## src/rtl/mem_access_ctrl_if.sv

```systemverilog
// Request/response and memory-side bus of mem_access_ctrl.
// slave = the controller, master = the requester / memory model side.
interface mem_access_ctrl_if #(parameter int ADDR_W = 32);
   logic              Req_valid;
   logic              Req_ready;
   logic [6:0]        Opcode;
   logic [2:0]        Funct3;
   logic [ADDR_W-1:0] A;
   logic [31:0]       Wdata;
   logic [ADDR_W-1:0] Mem_addr;
   logic [31:0]       Mem_wdata;
   logic [3:0]        Dmem_enable;
   logic [3:0]        Imem_enable;
   logic [3:0]        Io_trans;
   logic              Io_recv;
   logic [31:0]       Dmem_rdata;
   logic [31:0]       Io_rdata;
   logic              Io_ready;
   logic              Resp_valid;
   logic [31:0]       Rdata;
   logic              Err;

   modport slave (
      input  Req_valid, Opcode, Funct3, A, Wdata, Dmem_rdata, Io_rdata, Io_ready,
      output Req_ready, Mem_addr, Mem_wdata, Dmem_enable, Imem_enable, Io_trans,
             Io_recv, Resp_valid, Rdata, Err
   );
   modport master (
      output Req_valid, Opcode, Funct3, A, Wdata, Dmem_rdata, Io_rdata, Io_ready,
      input  Req_ready, Mem_addr, Mem_wdata, Dmem_enable, Imem_enable, Io_trans,
             Io_recv, Resp_valid, Rdata, Err
   );
endinterface

```

## src/rtl/mem_access_ctrl.sv

```systemverilog
// Load/store controller fanning requests out to dmem, imem and IO regions.
// Optional MEMCTL_MISALIGN_TRAP_EN: misaligned half/word accesses respond with Err.
module mem_access_ctrl #(
   parameter int ADDR_W     = 32,
   parameter int IO_TIMEOUT = 15
) (
   input logic              clk,
   input logic              rst,
   mem_access_ctrl_if.slave bus
);
   localparam logic [6:0] OP_LOAD  = 7'b0000011;
   localparam logic [6:0] OP_STORE = 7'b0100011;
   localparam logic [7:0] TO_LAST  = 8'(IO_TIMEOUT - 1);

   typedef enum logic [1:0] {IDLE, ACCESS, IO_WAIT, RESP} state_t;

   function automatic logic [31:0] load_ext(input logic [31:0] w, input logic [2:0] f3,
                                            input logic [1:0] off);
      logic [31:0] s;
      logic [31:0] r;
      s = w >> {off, 3'b000};
      case (f3)
         3'b000:  r = {{24{s[7]}}, s[7:0]};
         3'b100:  r = {24'b0, s[7:0]};
         3'b001:  r = {{16{s[15]}}, s[15:0]};
         3'b101:  r = {16'b0, s[15:0]};
         default: r = w;
      endcase
      return r;
   endfunction

   state_t            state_q, state_d;
   logic              ld_q, ld_d, dld_q, dld_d, io_q, io_d, mis_q, mis_d;
   logic [2:0]        f3_q, f3_d;
   logic [1:0]        off_q, off_d;
   logic [7:0]        cnt_q, cnt_d;
   logic [ADDR_W-1:0] addr_q, addr_d;
   logic [31:0]       wdata_q, wdata_d, rdata_q, rdata_d;
   logic [3:0]        dmem_en_q, dmem_en_d, imem_en_q, imem_en_d, io_trans_q, io_trans_d;
   logic              io_recv_q, io_recv_d, resp_valid_q, resp_valid_d, err_q, err_d;

   // Decode of the incoming request; captured into the _q fields on accept.
   logic              req_ld, req_st, req_mis, hit_d, hit_i, hit_io;
   logic [ADDR_W-1:0] a_eff;
   logic [3:0]        req_mask;
   logic [31:0]       req_wdata;

   always_comb begin
      req_ld  = (bus.Opcode == OP_LOAD);
      req_st  = (bus.Opcode == OP_STORE);
      a_eff   = bus.A;
      req_mis = 1'b0;
      case (bus.Funct3[1:0])
         2'b00: ;
         2'b01: begin
`ifdef MEMCTL_MISALIGN_TRAP_EN
            req_mis = bus.A[0];
`else
            a_eff[0] = 1'b0;
`endif
         end
         default: begin
`ifdef MEMCTL_MISALIGN_TRAP_EN
            req_mis = (bus.A[1:0] != 2'b00);
`else
            a_eff[1:0] = 2'b00;
`endif
         end
      endcase
      req_mis = req_mis && (req_ld || req_st);
      hit_d   = !a_eff[31] && a_eff[28];
      hit_i   = !a_eff[31] && a_eff[29];
      hit_io  = (a_eff[31:28] == 4'b1000);
      case (bus.Funct3[1:0])
         2'b00:   begin req_mask = 4'b0001 << a_eff[1:0];         req_wdata = {4{bus.Wdata[7:0]}};  end
         2'b01:   begin req_mask = 4'b0011 << {a_eff[1], 1'b0};   req_wdata = {2{bus.Wdata[15:0]}}; end
         default: begin req_mask = 4'b1111;                       req_wdata = bus.Wdata;            end
      endcase
   end

   always_comb begin
      state_d      = state_q;
      ld_d         = ld_q;
      dld_d        = dld_q;
      io_d         = io_q;
      mis_d        = mis_q;
      f3_d         = f3_q;
      off_d        = off_q;
      cnt_d        = cnt_q;
      addr_d       = addr_q;
      wdata_d      = wdata_q;
      rdata_d      = rdata_q;
      dmem_en_d    = dmem_en_q;
      imem_en_d    = imem_en_q;
      io_trans_d   = io_trans_q;
      io_recv_d    = io_recv_q;
      resp_valid_d = 1'b0;
      err_d        = err_q;
      case (state_q)
         IDLE: begin
            err_d      = 1'b0;
            dmem_en_d  = '0;
            imem_en_d  = '0;
            io_trans_d = '0;
            io_recv_d  = 1'b0;
            if (bus.Req_valid) begin
               state_d = ACCESS;
               ld_d    = req_ld;
               dld_d   = req_ld && hit_d && !req_mis;
               io_d    = (req_ld || req_st) && hit_io && !req_mis;
               mis_d   = req_mis;
               f3_d    = bus.Funct3;
               off_d   = a_eff[1:0];
               addr_d  = a_eff;
               wdata_d = req_wdata;
               rdata_d = '0;
               if (req_st && !req_mis) begin
                  dmem_en_d  = hit_d  ? req_mask : 4'b0;
                  imem_en_d  = hit_i  ? req_mask : 4'b0;
                  io_trans_d = hit_io ? req_mask : 4'b0;
               end
               io_recv_d = req_ld && hit_io && !req_mis;
            end
         end
         ACCESS: begin
            dmem_en_d = '0;
            imem_en_d = '0;
            if (io_q) begin
               state_d = IO_WAIT;
               cnt_d   = '0;
            end else begin
               state_d      = RESP;
               resp_valid_d = 1'b1;
               err_d        = mis_q;
            end
         end
         IO_WAIT: begin
            // Io_ready takes priority over the timeout on the final cycle.
            if (bus.Io_ready || cnt_q == TO_LAST) begin
               state_d      = RESP;
               resp_valid_d = 1'b1;
               io_trans_d   = '0;
               io_recv_d    = 1'b0;
               err_d        = !bus.Io_ready;
               rdata_d      = (bus.Io_ready && ld_q) ? load_ext(bus.Io_rdata, f3_q, off_q) : '0;
            end else begin
               cnt_d = cnt_q + 8'd1;
            end
         end
         RESP: begin
            err_d   = 1'b0;
            state_d = IDLE;
         end
         default: state_d = IDLE;
      endcase
   end

   always_ff @(posedge clk or posedge rst) begin
      if (rst) begin
         state_q      <= IDLE;
         ld_q         <= 1'b0;
         dld_q        <= 1'b0;
         io_q         <= 1'b0;
         mis_q        <= 1'b0;
         f3_q         <= '0;
         off_q        <= '0;
         cnt_q        <= '0;
         addr_q       <= '0;
         wdata_q      <= '0;
         rdata_q      <= '0;
         dmem_en_q    <= '0;
         imem_en_q    <= '0;
         io_trans_q   <= '0;
         io_recv_q    <= 1'b0;
         resp_valid_q <= 1'b0;
         err_q        <= 1'b0;
      end else begin
         state_q      <= state_d;
         ld_q         <= ld_d;
         dld_q        <= dld_d;
         io_q         <= io_d;
         mis_q        <= mis_d;
         f3_q         <= f3_d;
         off_q        <= off_d;
         cnt_q        <= cnt_d;
         addr_q       <= addr_d;
         wdata_q      <= wdata_d;
         rdata_q      <= rdata_d;
         dmem_en_q    <= dmem_en_d;
         imem_en_q    <= imem_en_d;
         io_trans_q   <= io_trans_d;
         io_recv_q    <= io_recv_d;
         resp_valid_q <= resp_valid_d;
         err_q        <= err_d;
      end
   end

   // dmem read data arrives during RESP, so dmem loads bypass rdata_q.
   assign bus.Rdata       = (state_q == RESP && dld_q) ? load_ext(bus.Dmem_rdata, f3_q, off_q) : rdata_q;
   assign bus.Req_ready   = (state_q == IDLE);
   assign bus.Mem_addr    = addr_q;
   assign bus.Mem_wdata   = wdata_q;
   assign bus.Dmem_enable = dmem_en_q;
   assign bus.Imem_enable = imem_en_q;
   assign bus.Io_trans    = io_trans_q;
   assign bus.Io_recv     = io_recv_q;
   assign bus.Resp_valid  = resp_valid_q;
   assign bus.Err         = err_q;
endmodule

```

## src/flat_wrapper.sv

```systemverilog
// flat-port wrapper written by rule: the top's interface ports become plain ports
module mem_access_ctrl_flat 
#(
   parameter int ADDR_W     = 32,
   parameter int IO_TIMEOUT = 15
)
  (clk, rst, bus_Req_valid, bus_Opcode, bus_Funct3, bus_A, bus_Wdata, bus_Dmem_rdata, bus_Io_rdata, bus_Io_ready, bus_Req_ready, bus_Mem_addr, bus_Mem_wdata, bus_Dmem_enable, bus_Imem_enable, bus_Io_trans, bus_Io_recv, bus_Resp_valid, bus_Rdata, bus_Err);
  mem_access_ctrl_if #(.ADDR_W(ADDR_W)) bus_i ();
  input logic clk;
  input logic rst;
  input wire logic [$bits(bus_i.Req_valid)-1:0] bus_Req_valid;
  input wire logic [$bits(bus_i.Opcode)-1:0] bus_Opcode;
  input wire logic [$bits(bus_i.Funct3)-1:0] bus_Funct3;
  input wire logic [$bits(bus_i.A)-1:0] bus_A;
  input wire logic [$bits(bus_i.Wdata)-1:0] bus_Wdata;
  input wire logic [$bits(bus_i.Dmem_rdata)-1:0] bus_Dmem_rdata;
  input wire logic [$bits(bus_i.Io_rdata)-1:0] bus_Io_rdata;
  input wire logic [$bits(bus_i.Io_ready)-1:0] bus_Io_ready;
  output wire logic [$bits(bus_i.Req_ready)-1:0] bus_Req_ready;
  output wire logic [$bits(bus_i.Mem_addr)-1:0] bus_Mem_addr;
  output wire logic [$bits(bus_i.Mem_wdata)-1:0] bus_Mem_wdata;
  output wire logic [$bits(bus_i.Dmem_enable)-1:0] bus_Dmem_enable;
  output wire logic [$bits(bus_i.Imem_enable)-1:0] bus_Imem_enable;
  output wire logic [$bits(bus_i.Io_trans)-1:0] bus_Io_trans;
  output wire logic [$bits(bus_i.Io_recv)-1:0] bus_Io_recv;
  output wire logic [$bits(bus_i.Resp_valid)-1:0] bus_Resp_valid;
  output wire logic [$bits(bus_i.Rdata)-1:0] bus_Rdata;
  output wire logic [$bits(bus_i.Err)-1:0] bus_Err;
  assign bus_i.Req_valid = bus_Req_valid;
  assign bus_i.Opcode = bus_Opcode;
  assign bus_i.Funct3 = bus_Funct3;
  assign bus_i.A = bus_A;
  assign bus_i.Wdata = bus_Wdata;
  assign bus_i.Dmem_rdata = bus_Dmem_rdata;
  assign bus_i.Io_rdata = bus_Io_rdata;
  assign bus_i.Io_ready = bus_Io_ready;
  assign bus_Req_ready = bus_i.Req_ready;
  assign bus_Mem_addr = bus_i.Mem_addr;
  assign bus_Mem_wdata = bus_i.Mem_wdata;
  assign bus_Dmem_enable = bus_i.Dmem_enable;
  assign bus_Imem_enable = bus_i.Imem_enable;
  assign bus_Io_trans = bus_i.Io_trans;
  assign bus_Io_recv = bus_i.Io_recv;
  assign bus_Resp_valid = bus_i.Resp_valid;
  assign bus_Rdata = bus_i.Rdata;
  assign bus_Err = bus_i.Err;
  mem_access_ctrl #(.ADDR_W(ADDR_W), .IO_TIMEOUT(IO_TIMEOUT)) u_core (.clk(clk), .rst(rst), .bus(bus_i));
endmodule
```

## config.mk

```make
export PLATFORM = sky130hd
export DESIGN_NAME = mem_access_ctrl_flat
export DESIGN_NICKNAME = d
export VERILOG_FILES = /design/src/rtl/mem_access_ctrl_if.sv /design/src/rtl/mem_access_ctrl.sv /design/src/flat_wrapper.sv
export SDC_FILE = /design/constraint.sdc
export NUM_CORES = 1
export LEC_CHECK = 0
export CAP_MARGIN = 20
export CORE_MARGIN = 3
export CORE_UTILIZATION = 46
export CTS_BUF_LIST = sky130_fd_sc_hd__clkbuf_8
export CTS_CLUSTER_SIZE = 25
export DETAILED_ROUTE_END_ITERATION = 16
export PLACE_DENSITY = 0.91
export SKIP_LAST_GASP = 1
export SYNTH_ARGS = -nofsm -noshare
export SYNTH_HDL_FRONTEND = slang
export SYNTH_SLANG_ARGS = --single-unit
```

## constraint.sdc

```tcl
create_clock -name clk -period 5.46 [get_ports clk]
set_input_delay 0.819 -clock clk [delete_from_list [all_inputs] [get_ports clk]]
set_output_delay 0.819 -clock clk [all_outputs]
set_load 0.01 [all_outputs]
```

==> results.md, run 1 <==
- The global routing stage identified its most utilized layer as met2.
- The leading area contributor after synthesis is sky130_fd_sc_hd__dfrtp_1.
- For this run, the share of the core covered by cells in the final layout is a little over two thirds.
- In this run the worst setup path terminates at bus_Rdata[31].
- The number of cells on the worst reg-to-reg path is 6.
- The maximum fanout count along the critical path is 20.
- The worst clock skew is 9.31 ps.
- By count the netlist is led by sky130_fd_sc_hd__dfrtp_1, sky130_fd_sc_hd__nand2_1, sky130_fd_sc_hd__o21ai_0.
- Compared with the post-synthesis result, the final layout area differs by 44.6%.
- The H-tree level count is 4.
- The initial utilization of the core area, before any placement, comes to roughly 48%.
- The signal arrival time at the worst endpoint is a little over 3000 ps.
- Headroom to the max-slew limit came out at 28.2%.
- Synthesis produced a netlist whose cell count is 689.
- After synthesis, the share of flip-flops with an asynchronous set or reset is 100%.
- 0 antenna diodes ended up in the layout.
- By startpoint and endpoint, the worst setup path is classified as flop to primary output.
- The final antenna-violating net count is 0.
- The number of pins exceeding their max-slew limit in the final report is 0.
- In this run the standard cell core region covers 14200 sq um.
- The footprint of the multi-input gates is 3390 sq um.
- The number of clock buffers added by TritonCTS is 17.
- Row generation in the floorplan step produced 43 rows.
- The cell with the largest stage delay on the worst path is sky130_fd_sc_hd__dfrtp_1.
- Across the run, the number of max-cap violations was 0.
- The upper clock frequency limit is 258 MHz.
- The synthesized design devotes to its leading area cell type 46.4% of total area.
- In this run the count of I/O pins placed on the die edge is 254.
- Traced cell by cell, the critical path runs through nor2b_1 > buf_4 > o2bb2ai_1 > mux2i_1 > buf_4 > o22ai_1 > clkdlybuf4s50_1.
- Clock-pin slew was measured on the worst setup and hold paths at 80 ps.
- The met1 global-route usage is 32.9%.
- The beginning of the worst register-to-register path is u_core.state_q[0].
- The clock drives 127 sinks.
- The cell class contributing the biggest share of worst-path delay is buffers and inverters.
- The largest net degree at the start of global routing is 71.
- The most frequent cell on the critical path is sky130_fd_sc_hd__buf_4.
- Dividing total power by cell area gives a power density of 429 nW/um^2.
- The floorplan step defined a die boundary enclosing 16400 sq um.
- The number of logic stages on the critical path including buffering is 7.
- In this run the critical register-to-register path is captured at u_core.rdata_q[22].
- The later pin in the worst-skew pair is clocked with a latency of 450 ps.
- Setup total negative slack on the finished layout was measured at 0 ps.
- The netlist area before placement is 6850 sq um.
- The min-delay analysis places its worst path in the category flop to flop.
- The number of hold-slack violations in the final timing report is 0.
- The first global-routing pass estimated 35400 um of wire.
- The post-detailed-routing wire length is roughly 23000 um.
- The DRC violation count after routing is 0.
- The final critical-path share of the clock period is 70.9%.
- Data on the critical path is required at its endpoint by about 4600 ps.
- Clock tree synthesis selected as its root buffer the cell sky130_fd_sc_hd__clkbuf_8.
- Yosys mapped a number of flops with a built-in enable equal to 0.
- The post-cts repair resize count is 0.
- The total of buffers placed on input and output ports is ~250.
- The final cell count without fillers is between 1000 and 1500.
- The residual overflow from global routing is 0.
- The standby leakage power is 4.11 nW.
- From bottom edge to top edge, the die measures 128 um.
- Setup repair after global routing left no endpoint under its margin.
- The area used by sequential logic in the layout is 3180 sq um.
- The number of antenna violations at the first check in global routing is 0.
- The post-route total power is between 4 and 5 mW.
- The smallest setup slack after layout is 1590 ps.
- VDD sags by at most 0.323 mV.
- The worst setup path is captured at a primary output.
- The met3 capacity usage during global routing is 9.00%.
- The flow ran to the end, and the final reports show no timing, DRC or antenna violations.
- The sequential element share of the synthesized area is 46.4%.
- STA classifies the critical path startpoint as a flop.
- Sorting the synthesized cells by area gives the leading types as sky130_fd_sc_hd__dfrtp_1, sky130_fd_sc_hd__mux2_2, sky130_fd_sc_hd__mux2i_1, sky130_fd_sc_hd__o21ai_0, sky130_fd_sc_hd__nand2_1.
- The worst reg-to-reg setup slack is roughly 2600 ps.
- The distinct cell type count after synthesis is 63.
- Setup violations remaining at the end of the flow were counted as 0.
- The weighted congestion reported at the end of routability-driven placement is 0.935.
- For the pin with the worst max-slew slack, the measured transition is 1070 ps.
- The via-per-instance ratio is 5.93.
- The first detailed-routing pass took 5 iterations.
- The average detailed-routed wire length per instance is 20.3 um.
- The number of synthesized register bits is 127.
- The buffers inserted during post-CTS setup optimization is 0.
- Detailed routing inserted a total of between 6000 and 7000 vias.
- The DRC violation total after the first TritonRoute iteration is between 400 and 500.
- The minimum period implied by the final worst setup slack is 3870 ps.
- TritonCTS built the clock tree.
- The final HPWL from detailed placement is 16400 um.
- Together, buffers and inverters on the worst path number 3.
- The final layout contains 1070 nets.
- The count of hold buffers inserted by post-cts repair is 0.
- The number of warning messages in the yosys log is 0.
- The maximum root-to-sink buffer count is 2.
- The setup slack after placement is 1290 ps.
- In the global route stage, overall resource usage came out at about 28%.
- The fraction of final layout cells sized beyond drive strength 1 is 10.7%.
- The total placed cells including tap cells is approximately 1100.
- The average size of a mapped cell is between 9 and 10 sq um.
- The startpoint of the most critical setup path is u_core.bus.Mem_addr[0].
- On the worst path, the slowest cell contributes a delay of 830 ps.
- Among all flip-flop cells after synthesis, the most frequent one is sky130_fd_sc_hd__dfrtp_1.
- The net count of the mapped netlist is 837.
- The via count of the first global-routing pass was approximately 6600.
- The fraction of met2 tracks used by global routing is 46.1%.
- From left edge to right edge, the die measures between 100 and 150 um.
- The filler cells instantiated in the layout total 983.
- The most common cell in the netlist is sky130_fd_sc_hd__dfrtp_1.
## flip-flops by register name, indices dropped and copies added (netlist names)
signal / cells
u_core.bus.Resp_valid: 1
u_core.f3_q: 3
u_core.io_q: 1
u_core.bus.Dmem_enable: 4
u_core.rdata_q: 32
u_core.bus.Err: 1
u_core.state_q: 2
u_core.bus.Mem_wdata: 32
u_core.bus.Io_recv: 1
u_core.cnt_q: 8
u_core.bus.Imem_enable: 4
u_core.dld_q: 1
u_core.bus.Mem_addr: 32
u_core.ld_q: 1
u_core.bus.Io_trans: 4
## power by group
part	internal, mW	leakage, nW	total (mW)	switching (mW)
Sequential	1.20	1.65	1.41	0.209
Combinational	0.978	2.27	2.00	1.02
Clock	0.424	0.193	0.833	0.409
## metal layers
metal  part of all wire, %  routed length [um]  up-vias
li1                      -                   -     3007
met5                     0                   0        -
met4                   2.9                 657        0
met2                    50               11300      358
met3                    10                2330       61
met1                    37                8430     3183
## worst min path at each step
stage	start	endpoint	slack (ps)	depth (start not counted)
floorplan	u_core.ld_q	u_core.ld_q	440	2
global placement	u_core.ld_q	u_core.ld_q	460	2
detailed placement	u_core.ld_q	u_core.ld_q	470	2
CTS	u_core.ld_q	u_core.ld_q	480	2
global route	u_core.bus.Mem_wdata[24]	u_core.bus.Mem_wdata[24]	500	2
finish	u_core.ld_q	u_core.ld_q	480	2
## through the flow
step	hold WS [ps]	area [sq um]
after detailed placement	466	9450
final	478	9910
after CTS	484	9860
after global placement	458	9450
after global routing	503	9910
after floorplan	442	6850
## area by class of cell
type,count,area share (%)
clock inverter,14,1.58
multi-input combinational,496,34.2
tap,180,2.27
clock buffer,18,2.50
sequential,127,32.1
inverter,15,0.594
timing repair buffer,265,26.7
## tightest hold or removal path, stage by stage (launching register included)
cell                      delay, ps
sky130_fd_sc_hd__dfrtp_1        340
sky130_fd_sc_hd__nand2_1         50
sky130_fd_sc_hd__o21ai_0         60
## cell families (layout without fill, tap and decap cells)
group | after synthesis | after routing | synth area share (%)
and+or+nand+nor | 181 | 181 | 12.4
DFF | 127 | 127 | 46.4
adders and majority gates | 6 | 6 | 1.10
muxes | 89 | 89 | 14.2
buffers and inverters | 66 | 312 | 4.25
xor gates and xnor gates | 1 | 1 | 0.128
AOI/OAI and AO/OA | 219 | 219 | 21.5
## layout by cell type (no fill, tap or decap), drive strengths merged, types with 7 or more instances in the layout
cell type      count
nor2              43
inv               18
o22ai             20
a31oi              7
mux2i             42
o2bb2ai           16
a221o             20
o211ai             8
a21oi             38
buf               12
dfrtp            127
mux2              45
nand2b            13
o21ai             71
clkbuf            18
nand2             81
clkdlybuf4s50    253
Note: power is estimated with default switching activity, not from simulation.
==> run 2, diff against run 1 <==
--- a/config.mk
+++ b/config.mk
@@ -7,11 +7,11 @@
 export LEC_CHECK = 0
 export CAP_MARGIN = 20
 export CORE_MARGIN = 3
-export CORE_UTILIZATION = 46
+export CORE_UTILIZATION = 42
 export CTS_BUF_LIST = sky130_fd_sc_hd__clkbuf_8
 export CTS_CLUSTER_SIZE = 25
 export DETAILED_ROUTE_END_ITERATION = 16
-export PLACE_DENSITY = 0.91
+export PLACE_DENSITY = 0.87
 export SKIP_LAST_GASP = 1
 export SYNTH_ARGS = -nofsm -noshare
 export SYNTH_HDL_FRONTEND = slang
==> constraint.sdc (replaced) <==
create_clock -name clk -period 3.3 [get_ports clk]
set_input_delay 0.495 -clock clk [delete_from_list [all_inputs] [get_ports clk]]
set_output_delay 0.495 -clock clk [all_outputs]
set_load 0.01 [all_outputs]
==> run 2 against run 1 <==
  * Clock power increased by 78%
  * Clock skew increased by 5.0 ps
  * Critical path type unchanged
  * Wire length decreased by 0.30%
  * Via count increased by 1.1%
  * Count of clock-buffer cells in the layout increased by 1
  * Design area increased by 2.3%
  * First-iteration DRC count increased by 22%
==> results.md, run 2 (same netlist as run 1, synthesis figures left out) <==
- The number of logic stages on the critical path including buffering is 5 (-2).
- The library cells used most frequently in the layout, excluding fill and tap cells, are sky130_fd_sc_hd__clkdlybuf4s50_1, sky130_fd_sc_hd__dfrtp_1, sky130_fd_sc_hd__nand2_1.
- The flow ran to the end, and the final reports show no timing, DRC or antenna violations.
- The die boundary height was 134 um (+4.4%).
- The fraction of final layout cells sized beyond drive strength 1 was 11.7% (+1.0 points).
- The number of vias after detailed routing is 6684 (+1.1%).
- Traced cell by cell, the critical path runs through mux4_2 > a21o_1 > a21oi_1 > o21ai_0 > clkdlybuf4s50_1.
- The H-tree level count was 4 (unchanged).
- The library cell used most frequently in the layout, excluding fill and tap cells, is sky130_fd_sc_hd__clkdlybuf4s50_1.
- The number of setup violations in the final report is 0 (unchanged).
- The share of power burned in registers is 31.7% (-1.6 points).
- The cell with the largest stage delay on the worst path is sky130_fd_sc_hd__mux4_2.
- The worst clock skew was 14.3 ps (+4.99 ps).
- The relative slew slack is 34.6% (+6.4 points).
- The number of cells on the worst hold path is 2 (unchanged).
- The design internal power is 4.52 mW (+74%).
- The number of max-cap violations was 0 (unchanged).
- The DRC violation count after routing came to 0 (unchanged).
- The number of antenna repair diodes is 0 (unchanged).
- The biggest cell delay along the critical path is 580 ps (-250 ps).
- The number of rows in the core area came to 46 (+7.0%).
- The via count of the first global-routing pass is 6841 (+2.9%).
- The category of the most critical setup path is flop to primary output.
- The worst reg-to-reg setup slack is 810 ps (-1790 ps).
- The average detailed-routed wire length per instance is 19.4 um (-4.6%).
- The critical path startpoint category is a flop.
- The total clock buffers created by CTS was 17 (unchanged).
- The final critical-path share of the clock period is around 96%.
- The combined global-route utilization of all metal layers is 25.1% (-2.5 points).
- The final HPWL from detailed placement is 16800 um (+2.3%).
- The number of pins exceeding their max-slew limit in the final report is 0 (unchanged).
- The final antenna-violating net count is 0 (unchanged).
- The number of antenna violations at the first check in global routing is 1 (+1).
- The maximum root-to-sink buffer count was 2 (unchanged).
- The power per cell area came to 709 nW/um^2 (+65%).
- The residual overflow from global routing is 0 (unchanged).
- The count of cells along the worst register-to-register path is 7 (+1).
- The post-detailed-routing wire length was 22600 um (-0.30%).
- The largest net degree at the start of global routing was 64 (-9.9%).
- The endpoint type of the worst setup path is a primary output.
- The terminus of the critical flop-to-flop path is u_core.rdata_q[28].
- The buffers plus inverters on the worst setup path is 1 (-2).
- The width of the die is 134 um (+4.4%).
- The first-pass GRT wire length was 35600 um (+0.78%).
- The minimum period implied by the final worst setup slack is 3170 ps.
- The signal arrival time at the worst endpoint is 2670 ps (-380 ps).
- The total negative slack for setup checks came to 0 ps (unchanged).
- The clock-pin transition on the worst setup and hold timing paths is 70 ps (about the same).
- The total placed cells including tap cells is 1133 (+4.9%).
- The buffers inserted during post-CTS setup optimization is 0 (unchanged).
- The number of top-level pins was 254 (unchanged).
- The path class of the tightest hold or removal check is flop to flop.
- The maximum fanout count along the critical path is 8 (-60%).
- The initial standard-cell utilization of the core is 43.0% (-5.3 points).
- The peak supply drop is 0.489 mV (+51%).
- The actual transition at the worst max-transition pin came to 979 ps (-94.2 ps).
- The DRC violation total after the first TritonRoute iteration is 603 (+22%).
- The net load switching power is 2.66 mW (+62%).
- The end point of the most critical hold path is u_core.bus.Mem_wdata[17].
- The cell class contributing the biggest share of worst-path delay is compound AO/OA/AOI/OAI gates.
- The fraction of power consumed by the clock network is 20.7% (+1.1 points).
- Setup repair after global routing left no endpoint under its margin.
- The standby leakage power was 4.22 nW (+2.8%).
- The beginning of the worst register-to-register path is u_core.state_q[0].
- The detailed-router iteration count before antenna repair was 5 (unchanged).
- The number of nets in the layout came to 1084 (+1.3%).
- The number of hold-slack violations in the final timing report is 0 (unchanged).
- Derived from the worst setup path, the maximum achievable clock frequency is 316 MHz.
- The area of the die is 17900 sq um (+9.1%).
- The switching share of power was 37.0% (-1.6 points).
- The via-per-instance ratio is 5.74 (-3.2%).
- The worst-skew pair later-pin latency is 450 ps (about the same).
- The number of clock sinks seen by CTS is 127 (unchanged).
- Clock tree synthesis selected as its root buffer the cell sky130_fd_sc_hd__clkbuf_8.
- The critical path data required time is 2800 ps (-1840 ps).
- Compared with the post-synthesis result, the final layout area differs by 47.9%.
- The area inside the core boundary is 15900 sq um (+12%).
- The proportion of power drawn by combinational gates is 47.6% (+0.5 points).
- The final cell count without fillers is 1165 (+4.5%).
- The startpoint identified for the worst hold timing path is u_core.bus.Mem_wdata[17].
- TritonCTS built the clock tree.
- The weighted congestion reported at the end of routability-driven placement is 0.877 (-6.2%).
- The total of buffers placed on input and output ports is 253 (unchanged).
- The number of filler cells placed in the layout is 1289 (+31%).
[run 2: changes by cell type in the layout (fill, tap and decap cells not counted), moves of 2 or more]
cell and delta:
sky130_fd_sc_hd__buf_12 +5, sky130_fd_sc_hd__inv_6 -4, sky130_fd_sc_hd__inv_1 +4, sky130_fd_sc_hd__buf_4 +10, sky130_fd_sc_hd__bufinv_16 +2
[run 2: worst max-delay path by stage]
stage / startpoint / end / slack, ps
after floorplan: u_core.bus.Mem_addr[1] / bus_Rdata[21] / 980
after global placement: bus_Dmem_rdata[23] / bus_Rdata[8] / 240
after detailed placement: bus_Dmem_rdata[23] / bus_Rdata[9] / 180
after CTS: u_core.bus.Mem_addr[1] / bus_Rdata[9] / 130
after global routing: u_core.bus.Mem_addr[1] / bus_Rdata[9] / 30
final: u_core.bus.Mem_addr[1] / bus_Rdata[9] / 130
[run 2: timing repair]
item,in CTS,in global routing
gates resized for setup,1,0
endpoints found under the setup margin,16,0
hold buffers,0,0
[run 2: layout make-up]
type                    instances  area, sq um  share of cell area, %
clock inverters                13          173                   1.70
repair buffers                279         2790                   27.6
well taps                     216          270                   2.67
multi-input cells             496         3400                   33.5
inverters                      15         60.1                  0.593
flip-flops and latches        127         3180                   31.4
clock buffers                  19          262                   2.58
[run 2: tightest hold or removal path: stages (launching register included)]
cell and delay [ps]:
sky130_fd_sc_hd__dfrtp_1 340, sky130_fd_sc_hd__nand2_1 40, sky130_fd_sc_hd__o21ai_0 60
[run 2: routing by layer]
layer  up-vias  global-route usage, %  part of all wire, %
met5         -                      0                0.040
met4         2                   10.7                  3.4
met3        63                   10.3                   11
met2       381                   41.6                   48
met1      3203                   28.6                   37
li1       3035                      -                    -
[run 2: stage by stage]
| step | utilization (%) | hold WS, ps | power (mW) | setup WS, ps | cell area [sq um] |
|---|---|---|---|---|---|
| after floorplan | - | 442 | 4.15 | 984 | 6860 |
| after global placement | 60.7 | 461 | 5.59 | 244 | 9680 |
| after detailed placement | 60.8 | 470 | 5.69 | 179 | 9690 |
| after CTS | 63.6 | 487 | 7.21 | 125 | 10100 |
| after global routing | 63.6 | 508 | 7.59 | 26.5 | 10100 |
| final | 63.6 | 482 | 7.18 | 132 | 10100 |
[run 2: power by group through the flow]
stage	sequential, mW	clock [mW]	combinational [mW]
after floorplan	2.44	0	1.71
after global placement	2.27	0	3.33
after detailed placement	2.30	0	3.39
after CTS	2.28	1.52	3.41
after global routing	2.34	1.59	3.67
final	2.28	1.48	3.42
